**src/rtl/rnd_enable_stream_buffer.sv**
```systemverilog
// Elastic FIFO + output register whose advance is gated by a randomized enable; exposes stall statistics.
// Latency: 2 cycles minimum from push to out_valid, plus 1 per en_rnd=0 cycle that blocks an advance.
// Backpressure: in_ready drops when the FIFO holds DEPTH beats; out_valid/out_data hold while out_ready=0.
module rnd_enable_stream_buffer #(
   parameter int DATA_W      = 8,
   parameter int DEPTH       = 4,
   parameter int CNT_W       = 8,
   parameter int STALL_LIMIT = 6
) (
   input  logic              clk,
   input  logic              rst_n,
   input  logic              en_rnd,
   input  logic              in_valid,
   output logic              in_ready,
   input  logic [DATA_W-1:0] in_data,
   output logic              out_valid,
   input  logic              out_ready,
   output logic [DATA_W-1:0] out_data,
   input  logic              clr_stats,
   output logic [CNT_W-1:0]  stall_run,
   output logic [CNT_W-1:0]  stall_peak,
   output logic [CNT_W-1:0]  stall_total,
   output logic              starve_o
);

   localparam int AW = (DEPTH > 1) ? $clog2(DEPTH) : 1;
   localparam logic [AW:0]      FULL_CNT = (AW+1)'(DEPTH);
   localparam logic [CNT_W-1:0] CNT_MAX  = {CNT_W{1'b1}};
   localparam logic [CNT_W-1:0] LIMIT    = CNT_W'(STALL_LIMIT);

   logic [DATA_W-1:0] mem [DEPTH];
   logic [AW-1:0]     wr_ptr;
   logic [AW-1:0]     rd_ptr;
   logic [AW:0]       count;

   logic push;
   logic pop;
   logic not_empty;
   logic slot_free;
   logic advance;
   logic stall;
   logic [CNT_W-1:0] run_inc;

   // A full FIFO refuses input even when a pop happens in the same cycle.
   assign in_ready  = (count != FULL_CNT);
   assign push      = in_valid & in_ready;
   assign not_empty = (count != '0);
   assign slot_free = ~out_valid | out_ready;
   assign advance   = en_rnd & not_empty & slot_free;
   assign pop       = advance;
   assign stall     = ~en_rnd & not_empty & slot_free;
   assign run_inc   = (stall_run == CNT_MAX) ? stall_run : stall_run + CNT_W'(1);
   assign starve_o  = (stall_run >= LIMIT);

   // Payload storage; contents are don't-care until written, so no reset.
   always_ff @(posedge clk) begin
      if (push) mem[wr_ptr] <= in_data;
   end

   // FIFO pointers and occupancy; simultaneous push and pop leave count unchanged.
   always_ff @(posedge clk or negedge rst_n) begin
      if (!rst_n) begin
         wr_ptr <= '0;
         rd_ptr <= '0;
         count  <= '0;
      end else begin
         if (push) wr_ptr <= wr_ptr + AW'(1);
         if (pop)  rd_ptr <= rd_ptr + AW'(1);
         case ({push, pop})
            2'b10:   count <= count + (AW+1)'(1);
            2'b01:   count <= count - (AW+1)'(1);
            default: count <= count;
         endcase
      end
   end

   // Output register: loads on an enabled advance, otherwise drains on handshake and holds data.
   always_ff @(posedge clk or negedge rst_n) begin
      if (!rst_n) begin
         out_valid <= 1'b0;
         out_data  <= '0;
      end else if (advance) begin
         out_valid <= 1'b1;
         out_data  <= mem[rd_ptr];
      end else if (out_valid && out_ready) begin
         out_valid <= 1'b0;
      end
   end

   // Stall statistics: a stall is a cycle where only the missing enable blocked an advance.
   always_ff @(posedge clk or negedge rst_n) begin
      if (!rst_n) begin
         stall_run   <= '0;
         stall_peak  <= '0;
         stall_total <= '0;
      end else if (clr_stats) begin
         stall_run   <= '0;
         stall_peak  <= '0;
         stall_total <= '0;
      end else if (stall) begin
         stall_run   <= run_inc;
         stall_total <= (stall_total == CNT_MAX) ? stall_total : stall_total + CNT_W'(1);
         if (run_inc > stall_peak) stall_peak <= run_inc;
      end else begin
         stall_run <= '0;
      end
   end

endmodule

```
**config.mk**
```make
export PLATFORM = sky130hd
export DESIGN_NAME = rnd_enable_stream_buffer
export DESIGN_NICKNAME = d
export VERILOG_FILES = /design/src/rtl/rnd_enable_stream_buffer.sv
export SDC_FILE = /design/constraint.sdc
export NUM_CORES = 1
export LEC_CHECK = 0
export ABC_CLOCK_PERIOD_IN_PS = 5500
export CAP_MARGIN = 20
export CORE_ASPECT_RATIO = 0.5
export CORE_MARGIN = 8
export CORE_UTILIZATION = 40
export DETAILED_ROUTE_END_ITERATION = 8
export SLEW_MARGIN = 20
export SYNTH_ARGS = -nofsm -noshare
export SYNTH_HDL_FRONTEND = slang
export SYNTH_SLANG_ARGS = --single-unit
```
**constraint.sdc**
```tcl
create_clock -name clk -period 5.5 [get_ports clk]
set_clock_uncertainty 0.05 [all_clocks]
set_input_delay 1.65 -clock clk [delete_from_list [all_inputs] [get_ports clk]]
set_output_delay 1.65 -clock clk [all_outputs]
set_load 0.01 [all_outputs]
```
Word-level counts from Yosys, hierarchy flattened
Memory sizes are Yosys's and may differ from the RTL's. A register that Yosys moved wholly into a read port is not among the register bits.
Index checks and enable logic that the tools add are counted.

storage, ports and cells
  register bits = 32
  RAM bits = 32
  input port bits = 14
  output and inout bits = 35
  word-level logic and storage cells = 53
  memories kept = 1

operators by class
  $add $sub $neg = 6
  order comparisons = 2
  equal/unequal tests = 6
  mux-type cells = 14
  bitwise operators = 8
  reduce and logical (&&, ||, !) cells = 9

memories
  memory  words  width  read ports  clocked after Yosys merged registers in  wr ports  line  source
  mem     4      8      1           1                                        1         31    logic [DATA_W-1:0] mem [DEPTH];

operator list
  operator                                                                             number
  8-bit 2-to-1 mux                                                                     9
  8-bit by 1-bit adder with 8-bit output, second input constant                        2
  8-bit == test, second input constant                                                 2
  8-bit by 3-bit greater-or-equal comparator with 1-bit output, second input constant  1
  8-bit greater-than comparator                                                        1
  2-bit nonzero test                                                                   4
  3-bit one-hot mux with 2 select lines                                                1
  1-bit bitwise AND                                                                    5
  2-bit by 1-bit adder with 2-bit output, second input constant                        2
  1-bit 2-to-1 mux                                                                     4
  2-bit AND reduction                                                                  2
  3-bit by 1-bit adder with 3-bit output, second input constant                        1
  3-bit inequality test, second input constant                                         1
  3-bit nonzero test                                                                   1
  3-bit by 1-bit subtractor with 3-bit output, second input constant                   1
  2-bit by 1-bit == test with 1-bit output, second input constant                      1
  2-bit == test, second input constant                                                 1
  2-bit inequality test, second input constant                                         1
  1-bit inverter                                                                       2
  1-bit logical AND                                                                    1
  1-bit logical NOT                                                                    1
  1-bit OR                                                                             1

Depth between registers and ports, before layout
  depth in word-level cells = 6
  depth in mapped cells = 12
  depth with buffers taken out = 12

Worst setup path after synthesis
OpenSTA, ideal clock, no wires.

  kind = input to register
  from = in out_ready
  to = reg count[2]
  library setup time = 0.079 ns
  data arrival time = 3.058 ns
  data required time = 5.371 ns
  path slack = 2.313 ns
  stages = 9
  buffers on the path = 1
  cell sequence = nor2b_1 -> nor2_1 -> buf_2 -> ha_1 -> inv_1 -> fa_1 -> xor2_1 -> nor2_1 -> xor2_1

on the way
  word-level cells in the longest chain between the ends = 4
  elaborated cells between the ends (all ways) = 6
  those cells by class = 2 x eq/ne; 1 x mux; 2 x bitwise; 1 x reduce/logical

RTL lines
  element                                                                      line  source
  start: declaration                                                           17    input logic out_ready,
  1-bit OR (*)                                                                 48    assign slot_free = ~out_valid | out_ready;
  1-bit bitwise AND (*)                                                        49    assign advance = en_rnd & not_empty & slot_free;
  net advance                                                                  40    logic advance;
  2-bit by 1-bit == test with 1-bit output or 2-bit == test (tied branches)    69    case ({push, pop})
  3-bit one-hot mux with 2 select lines or 2-bit nonzero test (tied branches)  --
  end signal: assignment                                                       70    2'b10: count <= count + (AW+1)'(1);
  end signal: assignment                                                       71    2'b01: count <= count - (AW+1)'(1);
  end signal: assignment                                                       72    default: count <= count;
  end: declaration                                                             34    logic [AW:0] count;

Mark *: on every way through the listed nets, which the timed path passes. The rest lies on a longest branch.
A chain may end at the register's enable or synchronous reset.

Worst setup path in the final report
  from = reg stall_run[0]
  to = out starve_o

on the way
  word-level cells in the longest chain between the ends = 1

RTL lines
  element                                                       line  source
  start: declaration                                            20    output logic [CNT_W-1:0] stall_run,
  start signal: assignment                                      101   stall_run <= run_inc;
  8-bit by 3-bit greater-or-equal comparator with 1-bit output  53    assign starve_o = (stall_run >= LIMIT);
  end: declaration                                              23    output logic starve_o

Every way passes these cells.

==> summary.md <==
| Metric | Value |
|---|---|
| Outcome | `finished clean` |
| Commonest cells after routing, fill and taps aside | `clkdlybuf4s50_1, dfrtp_1, edfxtp_1, inv_1, nor2_1` |
| CTS tree | `built` |
| Initial antenna violation count | `0` |
| CP Launch Type | `flip-flop` |
| Worst Hold Class | `flip-flop to flip-flop` |
| Final Slew Violations | `0` |
| Register-to-Register Path Depth | `12` |
| FMAX | `287 MHz` |
| CP arrival | `1780 ps` |
| Top cell type's share of synthesized area | `0.298` |
| # Post-CTS Setup Buffers | `0` |
| Fin Setup TNS | `0 ps` |
| CTS Buf Count | `9` |
| GRT Overall Usage | `0.124` |
| Vias in the first global route | `roughly 2200` |
| Port Buffers | `48` |
| Core Region | `8090 sq um` |
| I/O pin count | `49` |
| Crit end category | `output port` |
| Max cap viols | `0` |
| Hold Fails Final Rpt | `0` |
| Post-synthesis cell type count | `38` |
| # hold bufs at CTS | `0` |
| Synth Register Bits | `72` |
| Worst path max stage delay | `just under 500 ps` |
| PostCTS Resize Cnt | `0` |
| Die Height | `about 80 um` |
| H-tree levels | `3` |
| Die width | `about 150 um` |
| Area growth syn-to-layout | `27.2%` |
| Setup-failing EPs final | `0` |
| ANT nets after route | `0` |
| First-pass GRT wire length | `around 11000 um` |
| Rows | `23` |
| Final Critical Period | `about 3500 ps` |
| DP Worst Slack | `1720 ps` |
| RSZ-0062 raised after global routing | `false` |
| Post-DR vias/cell | `between 5 and 6` |
| Initial Util | `0.415` |
| Beginning of the worst register-to-register path | `stall_run[0]$_DFF_PN0_` |
| # fillers | `691` |
| Clock transition at path regs | `60 ps` |
| Hold Path Depth | `1` |
| CP Class | `flip-flop to output port` |
| Ys flop type | `dfrtp_1` |
| Synth Cell Area | `3360 sq um` |
| Die ar. | `11800 sq um` |
| Relative slew margins | `0.396` |
| Maximum vdd drop | `about 0.21 mV` |
| Post-synth top area cell | `dfrtp_1` |
| Worst Tran Pin Value | `905 ps` |
| Iteration-0 DRC Markers | `168` |
| HPWL Detailed | `4700 um` |
| Required time worst endpoint | `3800 ps` |
| Crit path max fanout | `5` |
| Share of cells above drive strength 1 | `0.117` |
| Final estimated routing congestion in global placement | `0.790` |
| Largest net degree at the start of global routing | `41` |
| Post-synth EDFFs | `32` |
| WL/cell | `roughly 16 um` |
| Synth area leaders | `dfrtp_1, edfxtp_1, ha_1` |
| Critical-path cell list | `inv_1 > ha_1 > o21ai_0 > nand3_1 > clkdlybuf4s50_1` |
| Static Leak | `1.75 nW` |
| Placed Area | `3960 sq um` |
| Commonest non-fill, non-tap cell in the layout | `clkdlybuf4s50_1` |
| Hold path start | `count[0]$_DFFE_PN0P_` |
| Tcrit/Tclk final | `0.633` |
| Cell count after synthesis | `255` |
| CTS sink count | `roughly 70` |
| Root Buffer | `clkbuf_16` |
| Antenna diodes | `0` |
| Final nets | `341` |
| PwrDens | `~430 nW/um^2` |
| End of the worst register-to-register path | `stall_peak[4]$_DFFE_PN0P_` |
| Wirelength, routed | `about 6800 um` |
| Synth warn | `0` |
| Worst reg2reg setup slack | `2420 ps` |
| Via count | `2158` |
| Critical path's slowest cell | `clkdlybuf4s50_1` |
| Max clock buf depth | `2` |
| WHS Endpoint | `count[0]$_DFFE_PN0P_` |
| Mapped Nets | `286` |
| DRC viols | `0` |
| Mean Syn Cell Area | `13.2 sq um` |
| Final WS setup | `around 2000 ps` |
| Drt pass-1 iters | `4` |
| Congestion Overflow GR | `0` |
| Clock latency on the worst-skew pair | `330 ps` |
| Ys async rst share | `0.556` |
| Sequential share of the synthesized area | `0.584` |
| Design Area, Final | `4270 sq um` |
| Tot Pwr | `1.85 mW` |
state kept, by name, indices dropped and copies added (netlist names):
register,flops
count,3
mem,32
out_data,8
out_valid,1
rd_ptr,2
stall_peak,8
stall_run,8
stall_total,8
wr_ptr,2
power by group:
group	switching, mW	internal [mW]	leakage [nW]
sequential	0.0872	0.684	0.814
combinational	0.216	0.251	0.783
clock	0.216	0.395	0.148
layout make-up:
class	instances	area (sq um)	area share
clock inverters	6	83.8	0.0196
well taps	112	140	0.0328
flip-flops and latches	72	1960	0.459
repair buffers	49	483	0.113
inverters	24	90.1	0.0211
multi-input cells	154	1280	0.301
clock buffers	10	229	0.0536
kinds of logic (layout without fill, tap and decap cells):
logic type,after synthesis,in the layout,share of synthesized area
fa+ha+maj,17,17,0.0656
xor+xnor,12,12,0.0313
flops,72,72,0.584
compound gates,25,25,0.0537
simple gates,80,80,0.139
mux,20,20,0.0924
buf+inv,29,89,0.0332
worst max-delay path by stage:
stage	from	end	slack [ps]	cells after the start
finish	stall_run[0]$_DFF_PN0_	starve_o	2020	5
global route	stall_run[0]$_DFF_PN0_	starve_o	1910	5
CTS	stall_run[0]$_DFF_PN0_	starve_o	1990	5
detailed placement	en_rnd	count[2]$_DFFE_PN0P_	1720	10
global placement	en_rnd	count[2]$_DFFE_PN0P_	1790	10
floorplan	out_ready	count[2]$_DFFE_PN0P_	2310	9
synth_stat cells, drive strengths merged, types with 2 or more instances:
library cell	n
o31ai	5
nand4	4
and4	2
xnor2	4
or3	3
edfxtp	32
mux2i	4
nor3	6
or4	5
xor2	8
a211oi	2
clkbuf	3
a21o	2
mux2	8
mux4	8
nor2	19
o21ai	8
a21oi	4
ha	16
dfrtp	40
nand2b	4
nand3	12
and2	3
and3	13
inv	24
buf	2
nand2	7
critical path, delay by kind of cell (launching register included):
| kind | cells | cell delay, ps |
|---|---|---|
| AO/OA/AOI/OAI | 1 | 190 |
| buffers and inverters | 2 | 560 |
| adder cells (fa/ha/maj) | 1 | 200 |
| AND/OR/NAND/NOR | 1 | 90 |
| flip-flops | 1 | 420 |
routing by layer:
metal | global-route usage | part of all wire | vias up
li1 | - | - | 1040
met1 | 0.146 | 0.45 | 1073
met2 | 0.209 | 0.50 | 40
met3 | 0.0449 | 0.044 | 5
met4 | 0.0494 | 0.012 | 0
met5 | 0 | 0 | -
through the flow:
step	std cells	utilization	hold slack [ps]
after floorplan	255	-	414
after global placement	411	0.490	432
after detailed placement	411	0.490	445
after CTS	427	0.528	453
after global routing	427	0.528	475
final	427	0.528	447
(Power assumes the default switching activity.)
